===== src/rtl/cpu_pkg.sv =====
// Shared CPU datapath definitions: native word width and word type
// used as the default shape of datapath registers.
package cpu_pkg;

   localparam int DATA_WIDTH = 64;

   typedef logic [DATA_WIDTH-1:0] word_t;

   localparam word_t WORD_ZERO = '0;

endpackage : cpu_pkg


===== src/rtl/flop_reset_stage.sv =====
// One register stage with asynchronous active-low reset; the building
// block of flop_reset.
module flop_reset_stage
   import cpu_pkg::*;
#(
   parameter int               WIDTH     = DATA_WIDTH,
   parameter logic [WIDTH-1:0] RESET_VAL = '0
) (
   input  logic             clk,
   input  logic             reset,
   input  logic [WIDTH-1:0] d,
   output logic [WIDTH-1:0] q
);

   logic [WIDTH-1:0] data_d;
   logic [WIDTH-1:0] data_q;

   always_comb begin
      data_d = d;
   end

   // NOTE: reset sits in the sensitivity list so a falling reset clears the
   // stage at once; a reset that is still low at a clk edge beats the capture.
   // NOTE: non-blocking assignment keeps every stage sampling its pre-edge
   // input, which is what makes a chain of these behave as a delay line.
   always_ff @(posedge clk or negedge reset) begin
      if (!reset) begin
         data_q <= RESET_VAL;
      end else begin
         data_q <= data_d;
      end
   end

   assign q = data_q;

endmodule : flop_reset_stage


===== src/rtl/flop_reset.sv =====
// Parameterised register ("flopr") with asynchronous active-low reset;
// STAGES > 1 chains identical stages into a fixed-latency delay line.
module flop_reset
   import cpu_pkg::*;
#(
   parameter int               WIDTH     = DATA_WIDTH,
   parameter logic [WIDTH-1:0] RESET_VAL = '0,
   parameter int               STAGES    = 1
) (
   input  logic             clk,
   input  logic             reset,
   input  logic [WIDTH-1:0] d,
   output logic [WIDTH-1:0] q
);

   if (WIDTH < 1) begin : g_bad_width
      $fatal(1, "flop_reset: WIDTH must be >= 1");
   end
   if (STAGES < 1) begin : g_bad_stages
      $fatal(1, "flop_reset: STAGES must be >= 1");
   end

   // chain[i] feeds stage i; chain[STAGES] is the last stage's output.
   logic [WIDTH-1:0] chain [STAGES+1];

   assign chain[0] = d;

   for (genvar i = 0; i < STAGES; i++) begin : g_stage
      flop_reset_stage #(
         .WIDTH     (WIDTH),
         .RESET_VAL (RESET_VAL)
      ) u_stage (
         .clk   (clk),
         .reset (reset),
         .d     (chain[i]),
         .q     (chain[i+1])
      );
   end

   assign q = chain[STAGES];

`ifndef SYNTHESIS
   // Counts capture edges since reset released, so the latency check only
   // fires once every stage holds real data.
   int fill_d;
   int fill_q;

   always_comb begin
      fill_d = (fill_q < STAGES) ? fill_q + 1 : fill_q;
   end

   always_ff @(posedge clk or negedge reset) begin
      if (!reset) begin
         fill_q <= 0;
      end else begin
         fill_q <= fill_d;
      end
   end

   a_reset_val : assert property (@(posedge clk) !reset |-> (q == RESET_VAL));
   a_latency   : assert property (@(posedge clk)
                                  (reset && fill_q == STAGES) |-> (q == $past(d, STAGES)));
`endif

endmodule : flop_reset


===== config.mk =====
export PLATFORM = sky130hd
export DESIGN_NAME = flop_reset
export DESIGN_NICKNAME = d
export VERILOG_FILES = /design/src/rtl/cpu_pkg.sv /design/src/rtl/flop_reset_stage.sv /design/src/rtl/flop_reset.sv
export SDC_FILE = /design/constraint.sdc
export NUM_CORES = 1
export LEC_CHECK = 0
export CAP_MARGIN = 20
export CELL_PAD_IN_SITES_DETAIL_PLACEMENT = 1
export CELL_PAD_IN_SITES_GLOBAL_PLACEMENT = 1
export CORE_MARGIN = 5
export CORE_UTILIZATION = 23
export CTS_BUF_LIST = sky130_fd_sc_hd__clkbuf_16
export DETAILED_ROUTE_END_ITERATION = 6
export PLACE_DENSITY = 0.86
export SYNTH_ARGS = -nofsm -noshare
export SYNTH_HDL_FRONTEND = slang
export SYNTH_SLANG_ARGS = --single-unit

===== constraint.sdc =====
create_clock -name clk -period 0.8 [get_ports clk]
set_input_delay 0.12 -clock clk [delete_from_list [all_inputs] [get_ports clk]]
set_output_delay 0.12 -clock clk [all_outputs]
set_load 0.05 [all_outputs]

After elaboration in Yosys (flattened, before gate mapping)
Cells that the tools add are included.
W data, S select, Z words.
- flip-flop bits (word level): 64
- input port bits: 66
- output and inout port bits: 64
- logic and storage cells: 1

Depth between registers and ports, before layout
- depth in word-level cells: 0
- depth in mapped cells: 0
- gate-level depth less buffers: 0

Least setup slack after synthesis
OpenSTA, ideal clock, no wires.
- kind: reg2out
- from: register g_stage[0].u_stage.data_q[0]
- to: output port q[0]
- arrival: 0.586 ns
- required time: 0.680 ns
- path slack: 0.094 ns
- cell stages (with the launch flop): 1
- path buffers: 0
- path through: dfrtp_1
- RTL lines (element ; line ; source):
    from (decl) ; flop_reset_stage.sv:16 ; logic [WIDTH-1:0] data_q;
    from (signal assigned) ; flop_reset_stage.sv:30 ; data_q <= data_d;
    to (decl) ; flop_reset.sv:13 ; output logic [WIDTH-1:0] q
No word-level cell between the ends.

Worst setup path in the final report
- from: register g_stage[0].u_stage.data_q[33]
- to: output port q[33]
No word-level cell between the ends.

==> reports/summary.md <==
The run gives 1382 as the via count of the first global-routing pass. The ratio of cells with drive above 1 in the final layout was 36.8%; the maximum fanout along the worst path was 1. The area share of the largest cell type after synthesis is 100%, and the post-synthesis average cell area is 25.0 sq um. The post-CTS setup buffer count was 0; the number of standard-cell rows in the floorplan was 30. The number of hold violations in the final report is 0.

During I/O placement, the number of pins put on the boundary was 130. Entering global routing, the biggest net connects 33 pins. Across the VDD grid, the largest voltage drop is 0.00132 V. The first-pass GRT wire length is 7680 microns, and the weighted congestion at the end of routability-driven global placement is 0.665. In the routed layout, each cell is associated on average with a via count of 3.60. The worst endpoint data arrival time was 0.88 ns; the clock period minus worst slack was 0.998 ns.

Port buffering added 129 buffers. In this run the standard cell core region covers 0.00679 sq mm. The run gives 4 as the detailed-router iteration count before antenna repair.

For the total of max-cap violations, the log shows 0. The final net count was 273. Number of warnings reported in the yosys synthesis log: 0. STA classifies the critical path endpoint as a primary output. Walking the worst path, the cells encountered are buf_12. The floorplan step defined a die boundary enclosing 0.00873 sq mm. The type of element launching the critical path is a flop. Leaving out filler cells and counting taps, the final layout contains 305. By startpoint and endpoint, the worst setup path is classified as reg -> out. 0 cells are multi-input combinational gates.

The register with the most flip-flops in the layout has 64 of them. The remaining max-slew budget at the tightest pin was 87.9%; the delay of the slowest critical-path stage was 0.41 ns. From synthesis to final layout, the design area changed by 146%.

For the routed wire length, the log shows 5230 microns. The final antenna diode count is 0, and the die outline height is 93.4 microns. The run gives -11.44 ns as the setup TNS. The kind of cell with the highest combined delay along the critical path is flip-flops.

Global routing consumed, over all layers together, 12.4% of the routing resources. The final route contains 1098 vias. The count of nets left with antenna violations once routing finished came out at 0. The wire length per cell after detailed routing works out to 17.2 microns. The number of antenna violations at the first check in global routing was 0. The sequential-to-total area share from yosys stat came out at 100%. Static timing analysis puts the maximum clock frequency at 1000 MHz. Cell type with the largest total area after synthesis: sky130_fd_sc_hd__dfrtp_1. The total overflow reported by the global router came out at 0. The number of H-tree levels came out at 3.

In this run, synthesis produced a sequential element count of 64. Setup violations remaining at the end of the flow were counted as 64. The detailed-route DRC error count was 0; the die boundary width was 93.4 microns. TritonCTS built the clock tree. The maximum clock path buffer count was 2; the post-route worst setup slack was -0.198 ns.

The clock root buffer was sky130_fd_sc_hd__clkbuf_16. The worst path uses 125% of the clock period. The post-synthesis cell type count came out at 1. Clock-pin slew was measured on the worst setup and hold paths at 0.05 ns. Clock tree synthesis inserted a total of 9 buffers. The worst path required time is 0.68 ns. The run finished, with violations left. The final reports fail on setup timing. Setup repair after global routing could not meet its margin everywhere. The class of the tightest hold or removal check is in -> reg.

The count of final max-slew check failures was 0; the count of buffering cells on the critical path with inverters included was 1. After technology mapping, the gate count stands at 64. At the pin with the least slew margin, the transition time is 0.181 ns. The tree built by TritonCTS fans out to 64 sinks.

The power density of the placed cells works out to 2140 mW/mm^2. The initial utilization of the core area, before any placement, comes to 23.6%. The tools report the area of the multi-input gates as 0 sq um. Number of nets in the synthesized netlist: 130.

The leakage power came out at 1.75 nW. The detailed router finished its first iteration with 22 violations. Sorting the synthesized cells by area gives the leading types as sky130_fd_sc_hd__dfrtp_1.

Once placement completed, the tool counted placed cells totaling 291. For this design, the slowest cell found on the critical path is sky130_fd_sc_hd__dfrtp_1. Summing every instance area after synthesis gives 0.00160 sq mm.
-- final cells by class --
cell class | instances | area, sq um
Clock buffer | 9 | 225
Clock inverter | 4 | 16.3
Fill cell | 606 | 2850
Sequential cell | 64 | 1600
Tap cell | 96 | 120
Timing Repair Buffer | 132 | 1980
-- where the power goes --
group	internal (mW)	leakage, nW	switching (mW)	total [mW]
clock network	1.99	0.123	1.18	3.17
registers	3.41	0.746	0.143	3.55
logic	0.919	0.879	0.794	1.71
-- cell usage in the layout, fill, tap and decap left out --
| cell | count |
|---|---|
| sky130_fd_sc_hd__buf_12 | 66 |
| sky130_fd_sc_hd__dfrtp_1 | 64 |
| sky130_fd_sc_hd__dlygate4sd3_1 | 1 |
| sky130_fd_sc_hd__inv_1 | 1 |
| sky130_fd_sc_hd__clkinv_1 | 2 |
| sky130_fd_sc_hd__clkbuf_16 | 9 |
| sky130_fd_sc_hd__clkdlybuf4s50_1 | 64 |
| sky130_fd_sc_hd__clkinv_2 | 1 |
| sky130_fd_sc_hd__buf_2 | 1 |
-- logic make-up after synthesis --
group | after synthesis | share of synthesized area [%]
flip-flops | 64 | 100
-- final timing paths --
| path | start | endpoint | cells past startpoint |
|---|---|---|---|
| min | d[13] | g_stage[0].u_stage.q[13] | 1 |
| min in group asynchronous | reset | g_stage[0].u_stage.q[7] | 3 |
| max | g_stage[0].u_stage.q[33] | q[33] | 1 |
| max in group asynchronous | reset | g_stage[0].u_stage.q[25] | 3 |
-- metal layers --
layer  share of wire (%)  track usage, %  vias to the layer above
met5                   0               0                        -
met4                0.97            5.49                        0
met1                  29            10.6                      545
met3                 8.8            4.99                        6
met2                  61            24.6                       63
li1                    -               -                      484
-- cell usage after synthesis --
master,instances
sky130_fd_sc_hd__dfrtp_1,64
-- per-stage QoR --
step | total power [mW] | util [%] | worst slack (ns) | hold slack [ns] | area [sq um]
floorplan | 4.11 | - | 0.0941 | -0.176 | 1600
global placement | 5.30 | 54.3 | 0.103 | 0.127 | 3690
detailed placement | 5.35 | 54.3 | 0.106 | 0.147 | 3690
CTS | 8.61 | 58.0 | -0.222 | 0.234 | 3940
global route | 8.78 | 58.0 | -0.233 | 0.230 | 3940
finish | 8.44 | 58.0 | -0.198 | 0.248 | 3940
-- timing repair --
action,in CTS,in global routing
setup endpoints to repair,64,64
hold endpoints to repair,64,0
hold buffers,1,0
gates resized for setup,0,0
(Power assumes the default switching activity.)
